<file path="src/rtl/csync_decoder.sv">
// Composite sync receiver: splits an active-low CSYNC into line/field strobes,
// beam counters and a line-timing lock indication, all on CLOCK_24.
module csync_decoder #(
    parameter logic [10:0] HS_MIN     = 11'd48,
    parameter logic [10:0] VS_MIN     = 11'd384,
    parameter logic [10:0] LINE_MIN   = 11'd1440,
    parameter logic [10:0] LINE_MAX   = 11'd1632,
    parameter logic [3:0]  LOCK_LINES = 4'd8
) (
    input  logic        CLOCK_24,
    input  logic        nRESET,
    input  logic        CSYNC,
    output logic        HS_PULSE,
    output logic        VS_PULSE,
    output logic        VBLANK,
    output logic [10:0] X_COUNT,
    output logic [8:0]  Y_COUNT,
    output logic [10:0] LINE_PERIOD,
    output logic        LOCKED
);

    typedef enum logic {S_HIGH = 1'b0, S_LOW = 1'b1} state_t;

    logic        s1_r, s2_r, s3_r;
    logic [1:0]  warm_r;
    logic        armed_r;
    state_t      state_r;
    logic [10:0] low_cnt_r;
    logic        broad_run_r;
    logic        hs_det_r, vs_det_r, hs_exempt_r;
    logic [10:0] period_cnt_r;
    logic [3:0]  good_cnt_r;

    logic        fall_s, rise_s, period_win_s;
    logic [10:0] period_inc_s, x_inc_s;
    logic [8:0]  y_inc_s;
    logic [3:0]  good_inc_s;

    // Edge detection and saturating increments shared by the sequential blocks.
    always_comb begin
        fall_s       = s3_r & ~s2_r;
        rise_s       = ~s3_r & s2_r;
        period_inc_s = (period_cnt_r == 11'd2047) ? 11'd2047 : period_cnt_r + 11'd1;
        x_inc_s      = (X_COUNT == 11'd2047) ? 11'd2047 : X_COUNT + 11'd1;
        y_inc_s      = (Y_COUNT == 9'd511) ? 9'd511 : Y_COUNT + 9'd1;
        good_inc_s   = (good_cnt_r >= LOCK_LINES) ? LOCK_LINES : good_cnt_r + 4'd1;
        period_win_s = (period_cnt_r >= LINE_MIN) && (period_cnt_r <= LINE_MAX);
    end

    // Two-stage synchroniser plus edge register, idling high.
    always_ff @(posedge CLOCK_24 or negedge nRESET) begin
        if (!nRESET) begin
            s1_r <= 1'b1;
            s2_r <= 1'b1;
            s3_r <= 1'b1;
        end else begin
            s1_r <= CSYNC;
            s2_r <= s1_r;
            s3_r <= s2_r;
        end
    end

    // Arm only after a genuinely sampled high, so a pulse already low at reset release is skipped.
    always_ff @(posedge CLOCK_24 or negedge nRESET) begin
        if (!nRESET) begin
            warm_r  <= 2'd0;
            armed_r <= 1'b0;
        end else begin
            if (warm_r != 2'd2) begin
                warm_r <= warm_r + 2'd1;
            end
            armed_r <= armed_r | ((warm_r == 2'd2) & s2_r);
        end
    end

    // Pulse-width FSM: measures each low pulse and classifies it on the rising edge.
    always_ff @(posedge CLOCK_24 or negedge nRESET) begin
        if (!nRESET) begin
            state_r     <= S_HIGH;
            low_cnt_r   <= 11'd0;
            broad_run_r <= 1'b0;
            hs_det_r    <= 1'b0;
            vs_det_r    <= 1'b0;
            hs_exempt_r <= 1'b0;
        end else begin
            hs_det_r <= 1'b0;
            vs_det_r <= 1'b0;
            case (state_r)
                S_HIGH: begin
                    if (fall_s && armed_r) begin
                        state_r   <= S_LOW;
                        low_cnt_r <= 11'd1;
                    end
                end
                S_LOW: begin
                    if (rise_s) begin
                        state_r <= S_HIGH;
                        if (low_cnt_r >= VS_MIN) begin
                            vs_det_r    <= ~broad_run_r;
                            broad_run_r <= 1'b1;
                        end else if (low_cnt_r >= HS_MIN) begin
                            hs_det_r    <= 1'b1;
                            hs_exempt_r <= broad_run_r;
                            broad_run_r <= 1'b0;
                        end
                    end else if (low_cnt_r != 11'd2047) begin
                        low_cnt_r <= low_cnt_r + 11'd1;
                    end
                end
                default: state_r <= S_HIGH;
            endcase
        end
    end

    // Strobes, beam counters, period measurement and lock tracking.
    always_ff @(posedge CLOCK_24 or negedge nRESET) begin
        if (!nRESET) begin
            HS_PULSE     <= 1'b0;
            VS_PULSE     <= 1'b0;
            VBLANK       <= 1'b0;
            X_COUNT      <= 11'd0;
            Y_COUNT      <= 9'd0;
            LINE_PERIOD  <= 11'd0;
            LOCKED       <= 1'b0;
            period_cnt_r <= 11'd0;
            good_cnt_r   <= 4'd0;
        end else begin
            HS_PULSE <= hs_det_r;
            VS_PULSE <= vs_det_r;
            if (hs_det_r) begin
                X_COUNT      <= 11'd0;
                period_cnt_r <= 11'd1;
                LINE_PERIOD  <= period_cnt_r;
                Y_COUNT      <= y_inc_s;
                VBLANK       <= 1'b0;
                // The line closing a vertical interval has an irregular period; skip it.
                if (!hs_exempt_r) begin
                    if (period_win_s) begin
                        good_cnt_r <= good_inc_s;
                        if (good_inc_s == LOCK_LINES) begin
                            LOCKED <= 1'b1;
                        end
                    end else begin
                        good_cnt_r <= 4'd0;
                        LOCKED     <= 1'b0;
                    end
                end
            end else begin
                X_COUNT      <= x_inc_s;
                period_cnt_r <= period_inc_s;
                if (vs_det_r) begin
                    Y_COUNT <= 9'd0;
                    VBLANK  <= 1'b1;
                end
                if (period_inc_s == 11'd2047) begin
                    good_cnt_r <= 4'd0;
                    LOCKED     <= 1'b0;
                end
            end
        end
    end

endmodule
</file>
<file path="config.mk">
export PLATFORM = sky130hd
export DESIGN_NAME = csync_decoder
export DESIGN_NICKNAME = d
export VERILOG_FILES = /design/src/rtl/csync_decoder.sv
export SDC_FILE = /design/constraint.sdc
export NUM_CORES = 1
export LEC_CHECK = 0
export ABC_AREA = 1
export ABC_CLOCK_PERIOD_IN_PS = 2150
export CAP_MARGIN = 20
export CORE_ASPECT_RATIO = 0.7
export CORE_UTILIZATION = 57
export DETAILED_ROUTE_END_ITERATION = 7
export GPL_TIMING_DRIVEN = 0
export MAX_ROUTING_LAYER = met4
export PLACE_DENSITY = 0.81
export SYNTH_ARGS = -nofsm -noshare
export SYNTH_HDL_FRONTEND = slang
export SYNTH_SLANG_ARGS = --single-unit
</file>
<file path="constraint.sdc">
create_clock -name CLOCK_24 -period 2.15 [get_ports CLOCK_24]
set_input_delay 0.43 -clock CLOCK_24 [delete_from_list [all_inputs] [get_ports CLOCK_24]]
set_output_delay 0.43 -clock CLOCK_24 [all_outputs]
set_load 0.01 [all_outputs]
</file>
# ---- After elaboration in Yosys (flattened, before gate mapping)
# Index checks and enable logic that the tools add are counted.
dict set report totals {
  ff_bits 72
  mem_bits_ro 0
  elab_cells 98
  latch_bits 0
  inputBits 3
  ram_bits 0
  n_memories 0
}
dict set report classes {
  addsub 6
  n_eq_ne 13
  shifts 0
  mul 0
  bitwise 9
  n_mux 35
  magnitude_cmp 5
  n_reduce_logical 10
  n_div 0
}
# cell count
set op_table {}
lappend op_table {{$mux 11} 7}
lappend op_table {{$add 11x1->11 const B} 3}
lappend op_table {{$eq 11x11->1 const B} 3}
lappend op_table {{$mux 9} 3}
lappend op_table {{$pmux 11 s2} 1}
lappend op_table {{$mux 4} 5}
lappend op_table {{$mux 1} 18}
lappend op_table {{$ge 11x11->1 const B} 1}
lappend op_table {{$ge 11x6->1 const B} 1}
lappend op_table {{$ge 11x9->1 const B} 1}
lappend op_table {{$le 11x11->1 const B} 1}
lappend op_table {{$ne 11x11->1 const B} 1}
lappend op_table {{$add 9x1->9 const B} 1}
lappend op_table {{$eq 9x9->1 const B} 1}
lappend op_table {{$reduce_and 3->1} 3}
lappend op_table {{$ne 2x2->1 const B} 4}
lappend op_table {{$reduce_bool 2->1} 3}
lappend op_table {{$not 1->1} 5}
lappend op_table {{$add 4x1->4 const B} 1}
lappend op_table {{$eq 4x4->1 const B} 1}
lappend op_table {{$ge 4x4->1 const B} 1}
lappend op_table {{$reduce_and 4->1} 1}
lappend op_table {{$and 1x1->1} 3}
lappend op_table {{$ne 3x2->1 const B} 1}
lappend op_table {{7 further kinds} 8}

# ---- Depth between registers and ports, before layout
# Gate-level depths: netlist of the first run.
dict set report logic_depth {
  word_depth 7
  ltp_mapped 13
  ltp_nobuf 13
}

# ---- Least setup slack after synthesis of the first run
# OpenSTA, ideal clock, no wires.
dict set report synth_timing {
  kind {flip-flop to flip-flop}
  startpoint {register period_cnt_r[0]}
  endpoint {register good_cnt_r[0]}
  period_less_slack_ns 1.733
  setup_slack_ns 0.417
  t_arrival_ns 1.616
  n_path_buf 1
  t_required_ns 2.033
  path_stages_with_launch 14
  cell_sequence {dfrtp_1 > ha_1 > nand2_4 > nor2_4 > nand3_4 > buf_6 > nand2_4 > nand3_2 > nor2_2 > nand3_2 > nand2_4 > nand2_4 > nand2_1 > nand2_1}
}
dict set report synth_between {
  elab_chain_cells 5
  word_cells_on_any_way 12
  cone_classes {1 x add/sub; 2 x order compare; 2 x eq/ne; 4 x mux; 3 x reduce/logical}
}
# item line_no
set synth_lines {}
lappend synth_lines {{from (decl)} 31} ;# logic [10:0] period_cnt_r;
lappend synth_lines {{from (signal assigned)} 150} ;# period_cnt_r <= period_inc_s;
lappend synth_lines {{$add 11x1->11, or another cell as far along} 43} ;# period_inc_s = (period_cnt_r == 11'd2047) ? 11'd2047 : period_cnt_r + 11'd1;
lappend synth_lines {{$mux 11 / $logic_and 1x1->1 (equally long branches)} {43, 47}}
lappend synth_lines {{$eq 11x11->1 / $mux 4 (equally long branches)} {155, 138}}
lappend synth_lines {{$reduce_bool 2->1 (no source line) / $mux 4 (equally long branches)} -}
lappend synth_lines {{$reduce_and 2->1 (no source line) / $mux 4 (equally long branches)} -}
lappend synth_lines {{to (signal assigned)} 139} ;# good_cnt_r <= good_inc_s;
lappend synth_lines {{to (decl)} 32} ;# logic [3:0] good_cnt_r;
# Several ways; a longest one is shown, not always the timed one. The select of a mux whose other input is x is not followed.
# A chain may end at the register's enable or synchronous reset.

# ---- Worst setup path in the final report of the first run
dict set report layout_timing {
  startpoint {register period_cnt_r[0]}
  endpoint {register good_cnt_r[2]}
}
# Same word-level chain as after synthesis.

==> results.txt, run 1 <==
----------------------------------------------------
[Drt]
  Number of vias after detailed routing ... approximately 3000
  Met2 wire length ... between 3 and 4 mm
  Detailed-route DRC error count ... 5
  Final WL ... approximately 7.5 mm
  Via/cell ratio ... around 5.3
  Metal-1 WL ... between 3 and 4 mm
  Mean routed wirelength per cell ... approximately 13 µm
  Top routing layer in use ... met4
  Iteration count of the initial detailed-routing pass ... 7
  Drt first-iter violations ... between 150 and 200
  WL met3 ... 451 µm
  Number of nets still failing antenna checks after routing ... 0

[Global routing]
  Via count of the first global-routing pass ... ~2800
  Maximum number of pins on one net before global-route repair ... 73
  Overall fraction of global-route tracks in use ... 0.250
  Number of antenna violations at the first check in global routing ... 0
  Overall overflow remaining after global route ... 0
  Wire length of the first global-routing pass ... 13.0 mm

[Die]
  Overall die width ... approximately 98 µm
  Initial core utilization ... 0.591
  I/O pin count ... 38
  Floorplan die area ... approximately 0.007 mm²
  Number of placement rows ... 24
  Area of the placeable core ... ~0.0062 mm²
  Die outline height ... about 70 µm

[STA]
  Minimum clock period after layout ... around 1900 ps
  Total Negative Setup Slacks ... 0 ps
  Ratio of final minimum period to clock period ... 0.898
  Max frequency ... 518 MHz
  Setup slack after layout ... about 220 ps
  Number of slew-limit violations in the final report ... 0
  Slew headroom ... 0.409
  Clock Skews ... roughly 11 ps
  Worst hold margin ... approximately 180 ps
  Number of setup violations in the final report ... 0
  Final hold violation count ... 0
  Unrepaired setup endpoints after global routing ... false
  Worst-Margin Slew ... roughly 900 ps

[Worst setup path]
  Cell count of the worst reg-to-reg path ... 13
  Highest-delay cell along the critical path ... sky130_fd_sc_hd__dfrtp_2
  Worst-path fanout max ... 10
  Total buffers and inverters traversed by the critical path ... 1
  WS Path Type ... reg2reg
  Data required time at the worst endpoint ... between 2000 and 2500 ps
  CP Launch Point ... period_cnt_r[0]
  Slowest cell delay on critical path ... between 400 and 500 ps
  Worst reg2reg endpoint ... good_cnt_r[2]
  Termination of the worst setup path ... good_cnt_r[2]
  Critical Path Start Type ... flip-flop
  Critical path, cell by cell ... ha_2 > nand2_4 > nor2_4 > nand3_4 > buf_6 > nand3_2 > nand2_1 > nor2_2 > nand3_2 > nand2_4 > nand2_4 > nand2_1 > nand2_1
  Source of the worst register-to-register timing path ... period_cnt_r[0]
  Stages on worst setup path ... 13
  Arrival time reported for the critical path endpoint ... 2170 ps
  Setup slack, reg-to-reg ... ~220 ps
  Kind of end point of the critical path ... flip-flop
  Family with the most delay on the worst path ... simple AND/OR/NAND/NOR gates

[Synth]
  Top cell type by total area after synthesis ... sky130_fd_sc_hd__dfrtp_1
  Post-synthesis net count ... around 460
  Post-synth EDFFs ... 0
  Post-synthesis sequential area ratio ... 0.489
  Summed instance area of the synthesized netlist ... around 0.0037 mm²
  Number of synthesized register bits ... approximately 70
  Avg Cell Area, Syn ... ~8.3 µm²
  Cell types with the highest counts after synthesis ... sky130_fd_sc_hd__nand2_1, sky130_fd_sc_hd__dfrtp_1, sky130_fd_sc_hd__inv_1
  Largest cells by area after synthesis ... sky130_fd_sc_hd__dfrtp_1, sky130_fd_sc_hd__nand2_1, sky130_fd_sc_hd__inv_1, sky130_fd_sc_hd__o21ai_0, sky130_fd_sc_hd__nand3_1
  Library cell with the highest instance count after synthesis ... sky130_fd_sc_hd__nand2_1
  Async set-or-reset flop fraction in the synthesized netlist ... 1.00
  Area fraction of the dominant cell type after synthesis ... 0.468
  Main synth FF type ... sky130_fd_sc_hd__dfrtp_1
  Number of instances in the synthesized netlist ... around 450
  Warning count from the yosys run ... 0
  Netlist cell types ... 36

[Place]
  Routability congestion estimate ... ~0.9
  Placement Setup Slack ... approximately 170 ps
  Placed Instance Area ... 0.00416 mm²
  Port Buffers ... 37
  Detailed placement HPWL ... between 5 and 6 mm

[Finish]
  Final net count ... between 500 and 600
  Antenna cell count ... 0
  Area overhead of the layout relative to synthesis ... 18.3%
  Share of layout cells above drive strength 1 ... 0.100
  Filler cells ... about 510
  Post-route cell area ... roughly 0.0044 mm²

[CTS]
  Setup bufs post-CTS ... 0
  Clock tree from TritonCTS ... done
  TritonCTS Buffers ... 9
  Cell at the root of the clock tree ... sky130_fd_sc_hd__clkbuf_8
  Number of hold buffers added after cts ... 0
  # H-tree levels ... 3
  Post-CTS sizing ... 0
  Number of sinks handled by clock tree synthesis ... between 70 and 80
  Clock buffer depth ... 2
  Clock latency on the worst-skew pair ... roughly 350 ps
  Clock transition at path regs ... approximately 80 ps

[Power]
  Leak Pwr ... around 2.1 nW
  Peak supply drop ... ~0.00047 V
  Pwr dens ... about 600 mW/mm²

[Outcome]
  Violations in the final reports ... DRC
  Result of the run ... finished, violations left

[Job]
  Max-cap viol count ... 0

[Worst hold path]
  Class of the worst hold path ... in2async

----------------------------------------------------
[stage by stage]
step | power, mW | util | std cells
floorplan | 1.55 | - | 446
global placement | 1.61 | 0.666 | 561
detailed placement | 1.62 | 0.665 | 561
CTS | 2.71 | 0.698 | 577
global route | 2.79 | 0.699 | 577
finish | 2.69 | 0.699 | 577
[where the power goes]
part	internal (mW)	switching (mW)	total, mW
clock	0.595	0.501	1.10
combinational	0.0533	0.111	0.165
sequential	1.39	0.0398	1.43
total	2.04	0.652	2.69
[kinds of logic (layout without fill, tap and decap cells)]
family / Yosys count / count (layout) / synth area share
compound gates: 71 / 71 / 0.104
xor+xnor: 14 / 14 / 0.0332
fa+ha+maj: 9 / 9 / 0.0305
buf+inv: 72 / 125 / 0.0807
flops: 72 / 72 / 0.489
mux: 1 / 1 / 0.00305
simple gates: 207 / 207 / 0.259
[area by class of cell]
type | count | area [µm²] | area share
sequential | 72 | 1810 | 0.414
clock inverter | 5 | 55.1 | 0.0126
inverter | 62 | 233 | 0.0533
clock buffer | 11 | 151 | 0.0347
multi-input combinational | 302 | 1590 | 0.364
buffer | 10 | 65.1 | 0.0149
tap | 78 | 97.6 | 0.0224
timing repair buffer | 37 | 368 | 0.0843
[sequential cells by signal, indices dropped and copies added (netlist names), 2 cells and up]
signal	count
X_COUNT	11
Y_COUNT	9
warm_r	2
good_cnt_r	4
period_cnt_r	11
LINE_PERIOD	11
low_cnt_r	11
[cells in the final DEF (no fill, tap or decap), drive strengths merged]
master / n
nand2: 115
dfrtp: 69
inv: 62
o21ai: 43
nor2: 41
clkdlybuf4s50: 36
nand3: 34
a21oi: 18
clkbuf: 16
xor2: 9
ha: 9
nand4: 8
o31ai: 6
buf: 6
nor3: 5
xnor2: 5
dfstp: 3
nand3b: 2
a31oi: 2
clkinv: 2
clkinvlp: 2
o21bai: 1
a21o: 1
nor4: 1
mux2: 1
or2: 1
bufinv: 1
[worst min path at each step]
stage | from | end | slack [ps] | depth (start not counted)
final | nRESET | X_COUNT[4] | 180 | 1
after global routing | nRESET | X_COUNT[4] | 270 | 1
after CTS | nRESET | X_COUNT[4] | 230 | 1
after detailed placement | s1_r | s2_r | 350 | 0
after global placement | s1_r | s2_r | 350 | 0
after floorplan | nRESET | HS_PULSE | 130 | 0
[per-layer routing]
metal	vias to the layer above	track usage
met2	90	0.377
met5	-	-
met3	10	0.0706
li1	1527	-
met4	0	0.0647
met1	1415	0.337
No activity file was read; power rests on OpenSTA's default activity.
==> inputs of run 2 (changes only) <==
--- a/config.mk
+++ b/config.mk
@@ -8,12 +8,14 @@
 export ABC_AREA = 1
 export ABC_CLOCK_PERIOD_IN_PS = 2150
 export CAP_MARGIN = 20
+export CELL_PAD_IN_SITES_DETAIL_PLACEMENT = 2
+export CELL_PAD_IN_SITES_GLOBAL_PLACEMENT = 2
 export CORE_ASPECT_RATIO = 0.7
-export CORE_UTILIZATION = 57
+export CORE_UTILIZATION = 34
 export DETAILED_ROUTE_END_ITERATION = 7
 export GPL_TIMING_DRIVEN = 0
 export MAX_ROUTING_LAYER = met4
-export PLACE_DENSITY = 0.81
+export PLACE_DENSITY = 0.8
 export SYNTH_ARGS = -nofsm -noshare
 export SYNTH_HDL_FRONTEND = slang
 export SYNTH_SLANG_ARGS = --single-unit
==> results.txt, run 2 (synthesis gave the netlist of run 1 again) <==
----------------------------------------------------
[CTS]
  Clock latency on the worst-skew pair ... approximately 340 ps
  Clock tree from TritonCTS ... done
  Clock transition at path regs ... 60 ps
  Cell at the root of the clock tree ... sky130_fd_sc_hd__clkbuf_16
  # H-tree levels ... 3
  Clock buffer depth ... 2
  TritonCTS Buffers ... 9
  Number of sinks handled by clock tree synthesis ... 72

[Drt]
  Final WL ... around 11 mm
  Detailed-route DRC error count ... 0
  Via/cell ratio ... roughly 5
  Iteration count of the initial detailed-routing pass ... 6
  Drt first-iter violations ... approximately 100
  Number of vias after detailed routing ... ~3200
  Mean routed wirelength per cell ... roughly 18 µm
  Number of nets still failing antenna checks after routing ... 0

[Place]
  Detailed placement HPWL ... approximately 7.8 mm
  Port Buffers ... 37
  Total instance count after detailed placement ... around 620
  Routability congestion estimate ... ~0.79

[Worst setup path]
  Data required time at the worst endpoint ... approximately 2400 ps
  Arrival time reported for the critical path endpoint ... 2280 ps
  Worst-path fanout max ... 10
  Kind of end point of the critical path ... flip-flop
  WS Path Type ... reg2reg
  Critical Path Start Type ... flip-flop

[Finish]
  Filler cells ... 1131
  Share of layout cells above drive strength 1 ... 0.117
  Antenna cell count ... 0
  Commonest cells after routing, fill and taps aside ... sky130_fd_sc_hd__nand2_1, sky130_fd_sc_hd__dfrtp_1, sky130_fd_sc_hd__inv_1, sky130_fd_sc_hd__o21ai_0, sky130_fd_sc_hd__clkdlybuf4s50_1
  Final net count ... 513
  Area overhead of the layout relative to synthesis ... 26.0%
  Commonest non-fill, non-tap cell in the layout ... sky130_fd_sc_hd__nand2_1
  Non-filler cells, final ... ~640

[Global routing]
  Via count of the first global-routing pass ... roughly 3600
  Number of antenna violations at the first check in global routing ... 0
  Overall fraction of global-route tracks in use ... 0.219
  Overall overflow remaining after global route ... 0
  Maximum number of pins on one net before global-route repair ... between 40 and 50
  Wire length of the first global-routing pass ... 18.3 mm

[STA]
  Worst-Margin Slew ... 575 ps
  Total Negative Setup Slacks ... 0 ps
  Ratio of final minimum period to clock period ... 0.948
  Slew headroom ... 0.617
  Number of slew-limit violations in the final report ... 0
  Number of setup violations in the final report ... 0
  Minimum clock period after layout ... ~2000 ps
  Max frequency ... slightly below 500 MHz
  Final hold violation count ... 0
  Clock Skews ... slightly below 9 ps

[Power]
  Pwr dens ... ~700 mW/mm²
  Peak supply drop ... about 0.0004 V
  PnR Total Power ... around 3.3 mW
  Leak Pwr ... roughly 2.2 nW

[Die]
  I/O pin count ... 38
  Die outline height ... slightly below 90 µm
  Area of the placeable core ... roughly 0.010 mm²
  Initial core utilization ... 0.354
  Overall die width ... around 130 µm
  Floorplan die area ... approximately 0.011 mm²
  Number of placement rows ... 31

[Worst hold path]
  Class of the worst hold path ... in2async

[Outcome]
  Result of the run ... completed

[Job]
  Max-cap viol count ... 0

----------------------------------------------------
==> run 2: cell count changes in the layout (fill, tap and decap cells not counted), sizes merged <==
cell      delta
buf          +7
clkbuf       +3
clkinv       -2
clkinvlp     -2
bufinv       +1
==> run 2: metal layers <==
layer,share of wire,GRT usage
met5,0,-
met4,0.011,0.0624
met3,0.023,0.0437
met2,0.48,0.368
met1,0.49,0.272
==> run 2: power breakdown <==
part	leakage (nW)	internal (mW)	total, mW	switching, mW
combinational	1.09	0.0587	0.189	0.131
sequential	0.951	1.39	1.43	0.0378
clock	0.163	1.11	1.69	0.582
total	2.21	2.56	3.31	0.750
==> run 2: worst paths after layout <==
| check | cells after the start | startpoint | end | slack (ps) |
|---|---|---|---|---|
| worst max-delay path | 13 | period_cnt_r[1] | good_cnt_r[3] | 110 |
| worst min-delay path | 1 | nRESET | LINE_PERIOD[3] | 30 |
| worst max register to register | 13 | period_cnt_r[1] | good_cnt_r[3] | 110 |
| worst min register to register | 0 | s1_r | s2_r | 350 |
| max in group asynchronous | 2 | nRESET | s2_r | 1470 |
| min in group CLOCK_24 | 0 | s1_r | s2_r | 350 |
==> run 2: repair_timing <==
item | 4_1_cts | 5_1_grt
setup endpoints to repair | 5 | 21
pin swaps | 0 | 3
hold buffers | 0 | 0
buffers inserted | 0 | 6
gates resized for setup | 2 | 6
==> run 2: area by class of cell <==
cell class	instances	area (µm²)	share of cell area
flip-flops and latches	72	1810	0.389
multi-input cells	302	1610	0.346
repair buffers	44	433	0.0931
clock buffers	14	274	0.0590
inverters	62	233	0.0501
well taps	132	165	0.0355
plain buffers	10	66.3	0.0143
clock inverters	2	60.1	0.0129
==> run 2: worst max-delay path: stages, from the launching register on <==
cell,delay (ps)
sky130_fd_sc_hd__dfrtp_1,440
sky130_fd_sc_hd__ha_4,190
sky130_fd_sc_hd__nand2_4,60
sky130_fd_sc_hd__nor2_4,190
sky130_fd_sc_hd__nand3_4,150
sky130_fd_sc_hd__buf_6,180
sky130_fd_sc_hd__nand2_4,70
sky130_fd_sc_hd__nand3_2,80
sky130_fd_sc_hd__nor2_2,140
sky130_fd_sc_hd__nand3_2,100
sky130_fd_sc_hd__nand2_4,130
sky130_fd_sc_hd__nand2_4,70
sky130_fd_sc_hd__nand2_1,70
sky130_fd_sc_hd__nand2_1,50
==> run 2: per-stage QoR <==
step | hold WS (ps) | worst slack [ps] | utilization | area (µm²)
floorplan | 134 | 417 | - | 3690
global placement | 348 | -2090 | 0.405 | 4230
detailed placement | 347 | -30.8 | 0.407 | 4240
CTS | 47.1 | 32.5 | 0.440 | 4590
global route | 60.1 | -38.4 | 0.445 | 4650
finish | 31.5 | 112 | 0.445 | 4650
